File: config.mk
export PLATFORM = sky130hd
export DESIGN_NAME = pwm_dac_flat
export DESIGN_NICKNAME = d
export VERILOG_FILES = /design/src/rtl/pwm_dac_pkg.sv /design/src/rtl/pwm_dac_if.sv /design/src/rtl/pwm_dac_sample_fifo.sv /design/src/rtl/pwm_dac.sv /design/src/flat_wrapper.sv
export SDC_FILE = /design/constraint.sdc
export NUM_CORES = 1
export LEC_CHECK = 0
export ABC_AREA = 0
export BUFFER_PORTS_ARGS = -buffer_cell sky130_fd_sc_hd__buf_2
export CORE_MARGIN = 2
export CORE_UTILIZATION = 55
export DETAILED_ROUTE_END_ITERATION = 8
export GPL_TIMING_DRIVEN = 0
export PLACE_DENSITY = 0.84
export SLEW_MARGIN = 20
export SYNTH_ARGS = -nofsm -noshare
export SYNTH_HDL_FRONTEND = slang
export SYNTH_HIERARCHICAL = 1
export SYNTH_SLANG_ARGS = --single-unit
File: constraint.sdc
create_clock -name clk -period 4 [get_ports clk]
set_input_delay 0.4 -clock clk [delete_from_list [all_inputs] [get_ports clk]]
set_output_delay 0.4 -clock clk [all_outputs]
set_load 0.01 [all_outputs]
File: src/rtl/pwm_dac_pkg.sv
// pwm_dac_pkg
// Shared definitions for the PWM audio DAC slice: default sample width and
// FIFO depth, plus the bit positions used when the CPU-side MMIO status
// word is assembled from the underrun pulse and the FIFO level.
package pwm_dac_pkg;

    localparam int DEFAULT_WIDTH = 12;
    localparam int DEFAULT_DEPTH = 4;

    // MMIO status word layout: bit 0 = underrun, level starts at bit 1
    localparam int STATUS_UNDERRUN_BIT = 0;
    localparam int STATUS_LEVEL_LSB    = 1;

endpackage

File: src/rtl/pwm_dac_if.sv
// pwm_dac_if
// Valid/ready sample stream carrying unsigned WIDTH-bit duty codes.
//   sample_data  : duty code (source -> DAC)
//   sample_valid : sample_data is valid (source -> DAC)
//   sample_ready : DAC can accept a sample this cycle (DAC -> source)
// modport master is the sample source, modport slave is the DAC.
interface pwm_dac_if
    import pwm_dac_pkg::*;
#(
    parameter int WIDTH = DEFAULT_WIDTH
) ();

    logic [WIDTH-1:0] sample_data;
    logic             sample_valid;
    logic             sample_ready;

    modport master (
        output sample_data,
        output sample_valid,
        input  sample_ready
    );

    modport slave (
        input  sample_data,
        input  sample_valid,
        output sample_ready
    );

endinterface

File: src/rtl/pwm_dac_sample_fifo.sv
// sample_fifo
// Synchronous first-word-fall-through FIFO holding pending duty codes.
//   clk, rst_n : clock, asynchronous active-low reset
//   push, din  : write din when push and not full
//   pop        : discard the head entry when pop and not empty
//   dout       : head entry, valid whenever empty is low
//   full, empty, level : occupancy, all derived from registered pointers
module sample_fifo
    import pwm_dac_pkg::*;
#(
    parameter int WIDTH = DEFAULT_WIDTH,
    parameter int DEPTH = DEFAULT_DEPTH
) (
    input  logic                     clk,
    input  logic                     rst_n,
    input  logic                     push,
    input  logic [WIDTH-1:0]         din,
    input  logic                     pop,
    output logic [WIDTH-1:0]         dout,
    output logic                     full,
    output logic                     empty,
    output logic [$clog2(DEPTH):0]   level
);

    localparam int AW = $clog2(DEPTH);
    localparam int LW = AW + 1;

    logic [WIDTH-1:0] mem [DEPTH];
    // Pointers carry one extra MSB so that equal low bits can mean either
    // empty (MSBs equal) or full (MSBs differ).
    logic [LW-1:0]    wr_ptr;
    logic [LW-1:0]    rd_ptr;
    logic             do_push;
    logic             do_pop;

    assign level   = wr_ptr - rd_ptr;
    assign empty   = (wr_ptr == rd_ptr);
    assign full    = (level == LW'(DEPTH));
    assign do_push = push && !full;
    assign do_pop  = pop && !empty;
    assign dout    = mem[rd_ptr[AW-1:0]];

    always_ff @(posedge clk or negedge rst_n) begin
        if (!rst_n) begin
            wr_ptr <= '0;
            rd_ptr <= '0;
        end else begin
            if (do_push) wr_ptr <= wr_ptr + 1'b1;
            if (do_pop)  rd_ptr <= rd_ptr + 1'b1;
        end
    end

    // Storage needs no reset: resetting the pointers discards the contents.
    always_ff @(posedge clk) begin
        if (do_push) mem[wr_ptr[AW-1:0]] <= din;
    end

endmodule

File: src/rtl/pwm_dac.sv
// pwm_dac
// Consumer end of the audio sample path. Samples arriving on the valid/ready
// stream are queued in a small FIFO; one sample per 2^WIDTH-clock period is
// loaded as the duty code and rendered as a 1-bit PWM waveform.
//   clk, rst_n   : clock, asynchronous active-low reset
//   enable       : run the PWM; when low the output idles, FIFO still fills
//   smp          : sample stream (slave side), ready = FIFO not full
//   pwm_out      : registered PWM output
//   period_start : high during the first cycle of each period
//   underrun     : one-cycle pulse when a period starts with the FIFO empty
//   level        : FIFO occupancy for the MMIO status word
module pwm_dac
    import pwm_dac_pkg::*;
#(
    parameter int WIDTH = DEFAULT_WIDTH,
    parameter int DEPTH = DEFAULT_DEPTH
) (
    input  logic                   clk,
    input  logic                   rst_n,
    input  logic                   enable,
    pwm_dac_if.slave               smp,
    output logic                   pwm_out,
    output logic                   period_start,
    output logic                   underrun,
    output logic [$clog2(DEPTH):0] level
);

    logic [WIDTH-1:0] cnt;
    logic [WIDTH-1:0] cnt_next;
    logic [WIDTH-1:0] duty;
    logic [WIDTH-1:0] duty_next;
    logic [WIDTH-1:0] head;
    logic             load;
    logic             pop;
    logic             push;
    logic             underrun_next;
    logic             full;
    logic             empty;

    // Ready comes from registered FIFO state only; a slot freed by a pop
    // this cycle is offered to the source on the following cycle.
    assign smp.sample_ready = !full;
    assign push             = smp.sample_valid && !full;

    sample_fifo #(
        .WIDTH (WIDTH),
        .DEPTH (DEPTH)
    ) u_fifo (
        .clk   (clk),
        .rst_n (rst_n),
        .push  (push),
        .din   (smp.sample_data),
        .pop   (pop),
        .dout  (head),
        .full  (full),
        .empty (empty),
        .level (level)
    );

    // Idle parks the counter at its last value so the first enabled edge
    // wraps to zero and is therefore a load event.
    always_comb begin
        cnt_next      = '1;
        duty_next     = duty;
        load          = 1'b0;
        pop           = 1'b0;
        underrun_next = 1'b0;
        if (enable) begin
            cnt_next = cnt + 1'b1;
            load     = (cnt == '1);
            if (load) begin
                if (!empty) begin
                    duty_next = head;
                    pop       = 1'b1;
                end else begin
                    underrun_next = 1'b1;
                end
            end
        end
    end

    // pwm_out compares next-state values so the output lines up with cnt:
    // high for the first duty cycles of each period.
    always_ff @(posedge clk or negedge rst_n) begin
        if (!rst_n) begin
            cnt          <= '1;
            duty         <= '0;
            pwm_out      <= 1'b0;
            period_start <= 1'b0;
            underrun     <= 1'b0;
        end else begin
            cnt          <= cnt_next;
            duty         <= duty_next;
            pwm_out      <= enable && (cnt_next < duty_next);
            period_start <= load;
            underrun     <= underrun_next;
        end
    end

endmodule

File: src/flat_wrapper.sv
// flat-port wrapper written by rule: the top's interface ports become plain ports
module pwm_dac_flat import pwm_dac_pkg::*;
#(
    parameter int WIDTH = DEFAULT_WIDTH,
    parameter int DEPTH = DEFAULT_DEPTH
)
  (clk, rst_n, enable, pwm_out, period_start, underrun, level, smp_sample_data, smp_sample_valid, smp_sample_ready);
  pwm_dac_if #(.WIDTH(WIDTH)) smp_i ();
  input  logic clk;
  input  logic rst_n;
  input  logic enable;
  output logic pwm_out;
  output logic period_start;
  output logic underrun;
  output logic [$clog2(DEPTH):0] level;
  input wire logic [$bits(smp_i.sample_data)-1:0] smp_sample_data;
  input wire logic [$bits(smp_i.sample_valid)-1:0] smp_sample_valid;
  output wire logic [$bits(smp_i.sample_ready)-1:0] smp_sample_ready;
  assign smp_i.sample_data = smp_sample_data;
  assign smp_i.sample_valid = smp_sample_valid;
  assign smp_sample_ready = smp_i.sample_ready;
  pwm_dac #(.WIDTH(WIDTH), .DEPTH(DEPTH)) u_core (.clk(clk), .rst_n(rst_n), .enable(enable), .smp(smp_i), .pwm_out(pwm_out), .period_start(period_start), .underrun(underrun), .level(level));
endmodule
==> metrics.log, run 1 <==
[metrics] number of detailed-routing iterations run before antenna repair: 4
[metrics] number of design-rule violations left by the first detailed-router iteration: 101
[metrics] proportion of layout cells with a drive suffix above 1: 0.321
[metrics] Post-synth top flop: edfxtp_1
[metrics] aggregate negative setup slack: 0 ps
[metrics] biggest area consumer among synthesized cells: edfxtp_1
[metrics] Yosys cell types: 41
[metrics] total die area: 7530 sq um
[metrics] Final period util: 0.930
[metrics] maximum buffer depth of the clock tree: 2
[metrics] buffers inserted during post-CTS setup optimization: 0
[metrics] number of global-route vias before repair: 2154
[metrics] number of clock buffers inserted by TritonCTS: 9
[metrics] flop and latch count out of synthesis: 81
[metrics] number of instances resized during post-cts repair: 0
[metrics] clock tree skew after final layout: 9.89 ps
[metrics] Leak Pwr: between 1.5 and 2 nW
[metrics] transition time at the pin with the least slew margin: approximately 750 ps
[metrics] commonest cells after routing, fill and taps aside: edfxtp_1 (48), buf_2 (22), dfrtp_1 (21), ha_1 (19), nand2_1 (14)
[metrics] H-tree levels: 3
[metrics] effective utilization at floorplan: 0.561
[metrics] layout overhead on the synthesized area: 10.9%
[metrics] Fmax achieved: 269 MHz
[metrics] count of unresolved DRC violations after routing: 0
[metrics] Post-Route WL: 6.50 mm
[metrics] port bufs: 22
[metrics] sort of element at the start of the critical path: flop
[metrics] maximum net fanout on the critical path: 11
[metrics] number of warnings reported in the yosys synthesis log: 6
[metrics] clock sinks: 81
[metrics] Final Hold Fails: 0
[metrics] Setup crit end kind: flop
[metrics] Post-Synthesis Mean Instance Area: 16.0 sq um
[metrics] result of the run: complete, no violations
[metrics] wire length of the first global-routing pass: 10.8 mm
[metrics] footprint of the multi-input gates: ~1400 sq um
[metrics] via/cell ratio: 5.92
[metrics] number of synthesized flops with an enable pin: 48
[metrics] synthesized netlist net count: 272
[metrics] data arrival time of the critical path: 3990 ps
[metrics] total power after layout: 3.17 mW
[metrics] largest net degree at the start of global routing: 34
[metrics] Clock transition at path regs: 90 ps
[metrics] proportion of netlist area held by the largest area contributor: 0.383
[metrics] I/O pin cnt: 23
[metrics] path class of the lowest-slack min-delay path: in2async
[metrics] GP Congestion: 0.819
[metrics] final-stage net count: 305
[metrics] share of flip-flops with an asynchronous set or reset after synthesis: 0.407
[metrics] share of the yosys chip area belonging to registers: 0.606
[metrics] critical path class: reg2reg
[metrics] main area contributors after synthesis: edfxtp_1 (38%), dfrtp_1 (14%), dfstp_2 (8.4%)
[metrics] number of fill cells in the layout: roughly 490
[metrics] clock tree from TritonCTS: built
[metrics] clock latency on the worst-skew pair: 350 ps
[metrics] ANT nets after route: 0
[metrics] Final min period: around 3700 ps
[metrics] routed wirelength normalized by instance count: 18.4 microns
[metrics] overall global routing resource usage: 0.192
[metrics] instance count of the mapped netlist: approximately 240
[metrics] register area: 2280 sq um
[metrics] global route overflow: 0
[metrics] headroom to the max-slew limit: 0.500
[metrics] hold buffers post-CTS: 0
[metrics] Max Transition Viols Final: 0
[metrics] most common library cell in the layout ignoring fill and taps: edfxtp_1
[metrics] vias after detailed routing: 2095
[metrics] Die Height: ~87 microns
[metrics] reported max-cap violation count: 0
[metrics] floorplan die width: between 80 and 90 microns
[metrics] antenna violations before repair: 0
[metrics] buffer type at the clock tree root: clkbuf_8
[metrics] worst-case vdd ir drop: 0.399 mV
[metrics] worst endpoint required time: 4270 ps
[metrics] number of diodes: 0
[metrics] unrepaired setup endpoints after global routing: false
[metrics] core region area: 6720 sq um
[metrics] Pwr Density: 758 nW/um^2
[metrics] DP HPWL: 4.41 mm
[metrics] Syn Std Cell Area: 3770 sq um
[metrics] Final setup viols: 0
[metrics] Site Rows: 30
## area by class of cell
class | instances | area share
clock inverter | 7 | 0.0186
clock buffer | 9 | 0.0296
buffer | 7 | 0.0156
multi-input combinational | 141 | 0.334
sequential | 81 | 0.546
inverter | 7 | 0.00629
timing repair buffer | 22 | 0.0263
tap | 80 | 0.0240
## cell families (layout without fill, tap and decap cells)
group | after synthesis | in the layout | share of synthesized area
adders and majority gates | 20 | 20 | 0.0684
muxes | 38 | 38 | 0.154
DFF | 81 | 81 | 0.606
and+or+nand+nor | 48 | 48 | 0.0761
AOI/OAI and AO/OA | 24 | 24 | 0.0422
xor gates and xnor gates | 11 | 11 | 0.0296
buffers and inverters | 14 | 52 | 0.0242
## metal layers
| layer | track usage | vias to the layer above | part of all wire |
|---|---|---|---|
| li1 | - | 973 | - |
| met1 | 0.251 | 1069 | 0.45 |
| met2 | 0.313 | 45 | 0.51 |
| met3 | 0.0400 | 8 | 0.030 |
| met4 | 0.0810 | 0 | 0.013 |
| met5 | 0 | - | 0 |
## final timing paths
check	from	to	slack, ps	cells after the start
max	u_core/u_fifo/rd_ptr[1]$_DFFE_PN0P_	u_core/pwm_out$_DFF_PN0_	280	14
min	rst_n	u_core/u_fifo/wr_ptr[0]$_DFFE_PN0P_	100	1
max reg2reg	u_core/u_fifo/rd_ptr[1]$_DFFE_PN0P_	u_core/pwm_out$_DFF_PN0_	280	14
min reg2reg	u_core/cnt[0]$_DFF_PN1_	u_core/cnt[0]$_DFF_PN1_	500	1
max in group asynchronous	rst_n	u_core/duty[10]$_DFF_PN0_	3410	1
min in group clk	smp_sample_data[4]	u_core/u_fifo/mem[2][4]$_DFFE_PP_	260	1
## flip-flops by register name, indices dropped and copies added (netlist names)
name,flops
u_core/u_fifo/mem,48
u_core/pwm_out,1
u_core/duty,12
u_core/period_start,1
u_core/u_fifo/wr_ptr,3
u_core/u_fifo/rd_ptr,3
u_core/underrun,1
u_core/cnt,12
## critical path, cell delays in order (launching register included)
cell,delay [ps]
dfrtp_1,540
clkbuf_1,500
inv_1,180
ha_1,310
nand2_1,70
nor2_1,190
and2b_1,220
buf_6,130
buf_6,150
mux2i_1,190
ha_1,280
a211oi_1,210
o21ai_0,150
a221o_1,330
a31oi_1,180
## synth_stat cells (2+ instances only)
| library cell | number |
|---|---|
| edfxtp_1 | 48 |
| dfrtp_1 | 21 |
| ha_1 | 19 |
| nand2_1 | 14 |
| dfstp_2 | 12 |
| mux4_2 | 12 |
| mux2i_1 | 11 |
| o21ai_0 | 9 |
| mux2_4 | 8 |
| inv_1 | 7 |
| mux2_2 | 7 |
| nand4_1 | 7 |
| xor2_1 | 6 |
| nand3_1 | 5 |
| a21oi_1 | 4 |
| and3_1 | 4 |
| xnor2_1 | 4 |
| a31oi_1 | 3 |
| and2_1 | 3 |
| and2_2 | 3 |
| nor2b_1 | 3 |
| a211oi_1 | 2 |
| and4_1 | 2 |
| buf_4 | 2 |
| buf_6 | 2 |
| clkbuf_1 | 2 |
| o311ai_0 | 2 |
## power by group
part / switching, mW / leakage, nW / internal [mW]
combinational: 0.659 / 0.661 / 0.590
sequential: 0.140 / 0.826 / 1.18
clock: 0.306 / 0.102 / 0.294
## stage by stage
step | setup slack, ps | area, sq um | hold slack (ps) | std cells | util
after detailed placement | 299 | 3980 | 481 | 338 | 0.592
after CTS | 256 | 4180 | 109 | 354 | 0.622
after floorplan | 985 | 3770 | 104 | 236 | -
final | 282 | 4180 | 104 | 354 | 0.622
after global routing | 32.0 | 4180 | 141 | 354 | 0.622
after global placement | 428 | 3980 | 472 | 338 | 0.592
Power figures use the tool's default switching activity.
==> inputs of run 2 (changes only) <==
--- a/config.mk
+++ b/config.mk
@@ -15,5 +15,4 @@
 export SLEW_MARGIN = 20
 export SYNTH_ARGS = -nofsm -noshare
 export SYNTH_HDL_FRONTEND = slang
-export SYNTH_HIERARCHICAL = 1
 export SYNTH_SLANG_ARGS = --single-unit
==> run 2 against run 1 <==
Via count shrank 11%. Count of clock-buffer cells in the layout grew 2. Combinational power shrank 9.6%. Sequential share of layout area grew 2.3 points. Sequential power is essentially flat. Critical path depth is the same. Fmax grew 7.1%. Critical endpoint is now u_core.pwm_out$_DFF_PN0_.
==> metrics.log, run 2 <==
[metrics] Pwr Density: roughly 760 nW/um^2
[metrics] r2r setup slk: about 530 ps
[metrics] result of the run: complete, no violations
[metrics] clock sinks: 81
[metrics] Max Transition Viols Final: 0
[metrics] number of fill cells in the layout: 465
[metrics] biggest area consumer among synthesized cells: edfxtp_1
[metrics] Final min period: roughly 3500 ps
[metrics] Post-Synthesis Mean Instance Area: 15.7 sq um
[metrics] count of unresolved DRC violations after routing: 0
[metrics] vias after detailed routing: between 1500 and 2000
[metrics] cells on worst reg2reg path: 14
[metrics] Final setup viols: 0
[metrics] data arrival time of the critical path: between 3000 and 4000 ps
[metrics] path class of the lowest-slack min-delay path: in2async
[metrics] worst endpoint required time: 4280 ps
[metrics] Largest register FFs: 48
[metrics] launching element of the worst setup path: u_core.u_fifo.rd_ptr[1]$_DFFE_PN0P_
[metrics] Yosys cell types: 39
[metrics] aggregate negative setup slack: 0 ps
[metrics] metal1 wirelength: 2.57 mm
[metrics] buffers inserted during post-CTS setup optimization: 0
[metrics] number of instances resized during post-cts repair: 0
[metrics] routed wirelength normalized by instance count: 16.5 microns
[metrics] overall global routing resource usage: 0.178
[metrics] share of flip-flops with an asynchronous set or reset after synthesis: 0.407
[metrics] port bufs: 22
[metrics] maximum net fanout on the critical path: 10
[metrics] wire length of the first global-routing pass: 9.66 mm
[metrics] Die Height: about 85 microns
[metrics] number of global-route vias before repair: 1963
[metrics] Critical path buffers and inverters: 4
[metrics] most common cell in the netlist: edfxtp_1
[metrics] Leak Pwr: between 1.5 and 2 nW
[metrics] critical-path cell list: clkbuf_1, inv_1, ha_1, and3_1, nand2b_1, buf_6, buf_12, mux2i_2, ha_1, a41oi_1, o21ai_0, a21oi_1, nor2_1, a21oi_2
[metrics] H-tree levels: 3
[metrics] global route overflow: 0
[metrics] commonest cells after routing, fill and taps aside: edfxtp_1 (48), buf_2 (23), dfrtp_1 (21), ha_1 (19), nand2_1 (18)
[metrics] Fmax achieved: 288 MHz
[metrics] fraction of the core area covered by cells at the end of the flow: 0.632
[metrics] number of synthesized flops with an enable pin: 48
[metrics] unrepaired setup endpoints after global routing: false
[metrics] main area contributors after synthesis: edfxtp_1 (40%), dfrtp_1 (15%), dfstp_2 (8.8%)
[metrics] number of diodes: 0
[metrics] number of detailed-routing iterations run before antenna repair: 4
[metrics] share of the yosys chip area belonging to registers: 0.636
[metrics] synthesized netlist net count: 265
[metrics] Syn Std Cell Area: 3590 sq um
[metrics] reg-to-reg critical path startpoint: u_core.u_fifo.rd_ptr[1]$_DFFE_PN0P_
[metrics] critical path class: reg2reg
[metrics] worst-case vdd ir drop: 0.377 mV
[metrics] Clock transition at path regs: 80 ps
[metrics] maximum buffer depth of the clock tree: 2
[metrics] uppermost routed layer: met4
[metrics] clock tree from TritonCTS: built
[metrics] post-placement worst setup slack: 549 ps
[metrics] Post-Route WL: roughly 5.7 mm
[metrics] clock tree skew after final layout: about 9.2 ps
[metrics] Post-synth top flop: edfxtp_1
[metrics] proportion of layout cells with a drive suffix above 1: 0.337
[metrics] total power after layout: between 3 and 4 mW
[metrics] layout overhead on the synthesized area: 11.7%
[metrics] I/O pin cnt: 23
[metrics] transition time at the pin with the least slew margin: 711 ps
[metrics] cell mode on critical path: ha_1
[metrics] antenna violations before repair: 0
[metrics] met3 layer wire length in the routed design: 192 microns
[metrics] DP HPWL: between 4 and 5 mm
[metrics] Final period util: 0.868
[metrics] number of clock buffers inserted by TritonCTS: 9
[metrics] most common library cell in the layout ignoring fill and taps: edfxtp_1
[metrics] Final Hold Fails: 0
[metrics] GP Congestion: 0.762
[metrics] ANT nets after route: 0
[metrics] buffer type at the clock tree root: clkbuf_8
[metrics] number of design-rule violations left by the first detailed-router iteration: 98
[metrics] total die area: 7190 sq um
[metrics] Setup crit end kind: flop
[metrics] hold buffers post-CTS: 0
[metrics] routed length on met2: between 2 and 3 mm
[metrics] cell with the biggest individual delay on the critical path: dfrtp_1
[metrics] final-stage net count: 298
[metrics] flop and latch count out of synthesis: between 80 and 90
[metrics] sort of element at the start of the critical path: flop
[metrics] RR Endpoint: u_core.pwm_out$_DFF_PN0_
[metrics] floorplan die width: 84.8 microns
[metrics] via/cell ratio: 5.42
[metrics] CP delay by family, top: buffers and inverters
[metrics] effective utilization at floorplan: 0.566
[metrics] clock latency on the worst-skew pair: approximately 340 ps
[metrics] number of warnings reported in the yosys synthesis log: 0
[metrics] instance count of the mapped netlist: between 200 and 250
[metrics] core region area: 6350 sq um
[metrics] top cells by count, synth: edfxtp_1 (48), dfrtp_1 (21), ha_1 (19)
[metrics] proportion of netlist area held by the largest area contributor: 0.401
[metrics] slowest cell delay on critical path: 540 ps
[metrics] reported max-cap violation count: 0
[metrics] largest net degree at the start of global routing: 34
[metrics] final worst-path setup slack: 529 ps
[metrics] headroom to the max-slew limit: 0.526
[metrics] Site Rows: 29
## run 2: layer usage
metal,vias to the layer above,global-route usage
met5,-,0
met4,0,0.0823
met3,9,0.0315
met2,34,0.296
met1,926,0.230
li1,896,-
## run 2: worst max-delay path by stage
| stage | endpoint | cells after the start |
|---|---|---|
| 2_1_floorplan | u_core.pwm_out$_DFF_PN0_ | 14 |
| 3_3_place_gp | u_core.pwm_out$_DFF_PN0_ | 14 |
| 3_5_place_dp | u_core.pwm_out$_DFF_PN0_ | 14 |
| 4_1_cts | u_core.pwm_out$_DFF_PN0_ | 14 |
| 5_1_grt | u_core.pwm_out$_DFF_PN0_ | 14 |
| 6_report | u_core.pwm_out$_DFF_PN0_ | 14 |
## run 2: area by class of cell
type | count | area (sq um) | share of cell area
clock buffers | 11 | 131 | 0.0328
clock inverters | 5 | 81.3 | 0.0203
flip-flops and latches | 81 | 2280 | 0.569
plain buffers | 5 | 43.8 | 0.0109
well taps | 77 | 96.3 | 0.0240
inverters | 20 | 75.1 | 0.0187
repair buffers | 22 | 110 | 0.0275
multi-input cells | 123 | 1190 | 0.297
## run 2: cell families (layout without fill, tap and decap cells)
group           Yosys count  after routing  share of synthesized area
xor+xnor                 15             15                     0.0366
simple gates             48             48                     0.0718
mux                      26             26                      0.125
fa+ha+maj                20             20                     0.0718
flops                    81             81                      0.636
compound gates           14             14                     0.0261
buf+inv                  25             63                     0.0331
## run 2: report_power, final
| group | leakage, nW | switching [mW] | total (mW) | internal [mW] |
|---|---|---|---|---|
| Sequential | 0.829 | 0.131 | 1.30 | 1.17 |
| Combinational | 0.687 | 0.615 | 1.13 | 0.512 |
| Clock | 0.104 | 0.276 | 0.628 | 0.352 |
## run 2: worst register-to-register path, stage by stage, from the launching register on
cell and delay, ps:
dfrtp_1 540, clkbuf_1 520, inv_1 100, ha_1 300, and3_1 160, nand2b_1 120, buf_6 150, buf_12 160
mux2i_2 290, ha_1 290, a41oi_1 210, o21ai_0 120, a21oi_1 200, nor2_1 90, a21oi_2 150
## run 2: stage by stage
stage                     hold slack (ps)  std cells  cell area [sq um]
after floorplan                       104        229               3590
after global placement                476        328               3800
after detailed placement              480        328               3800
after CTS                             122        344               4010
after global routing                  154        344               4010
final                                98.9        344               4010
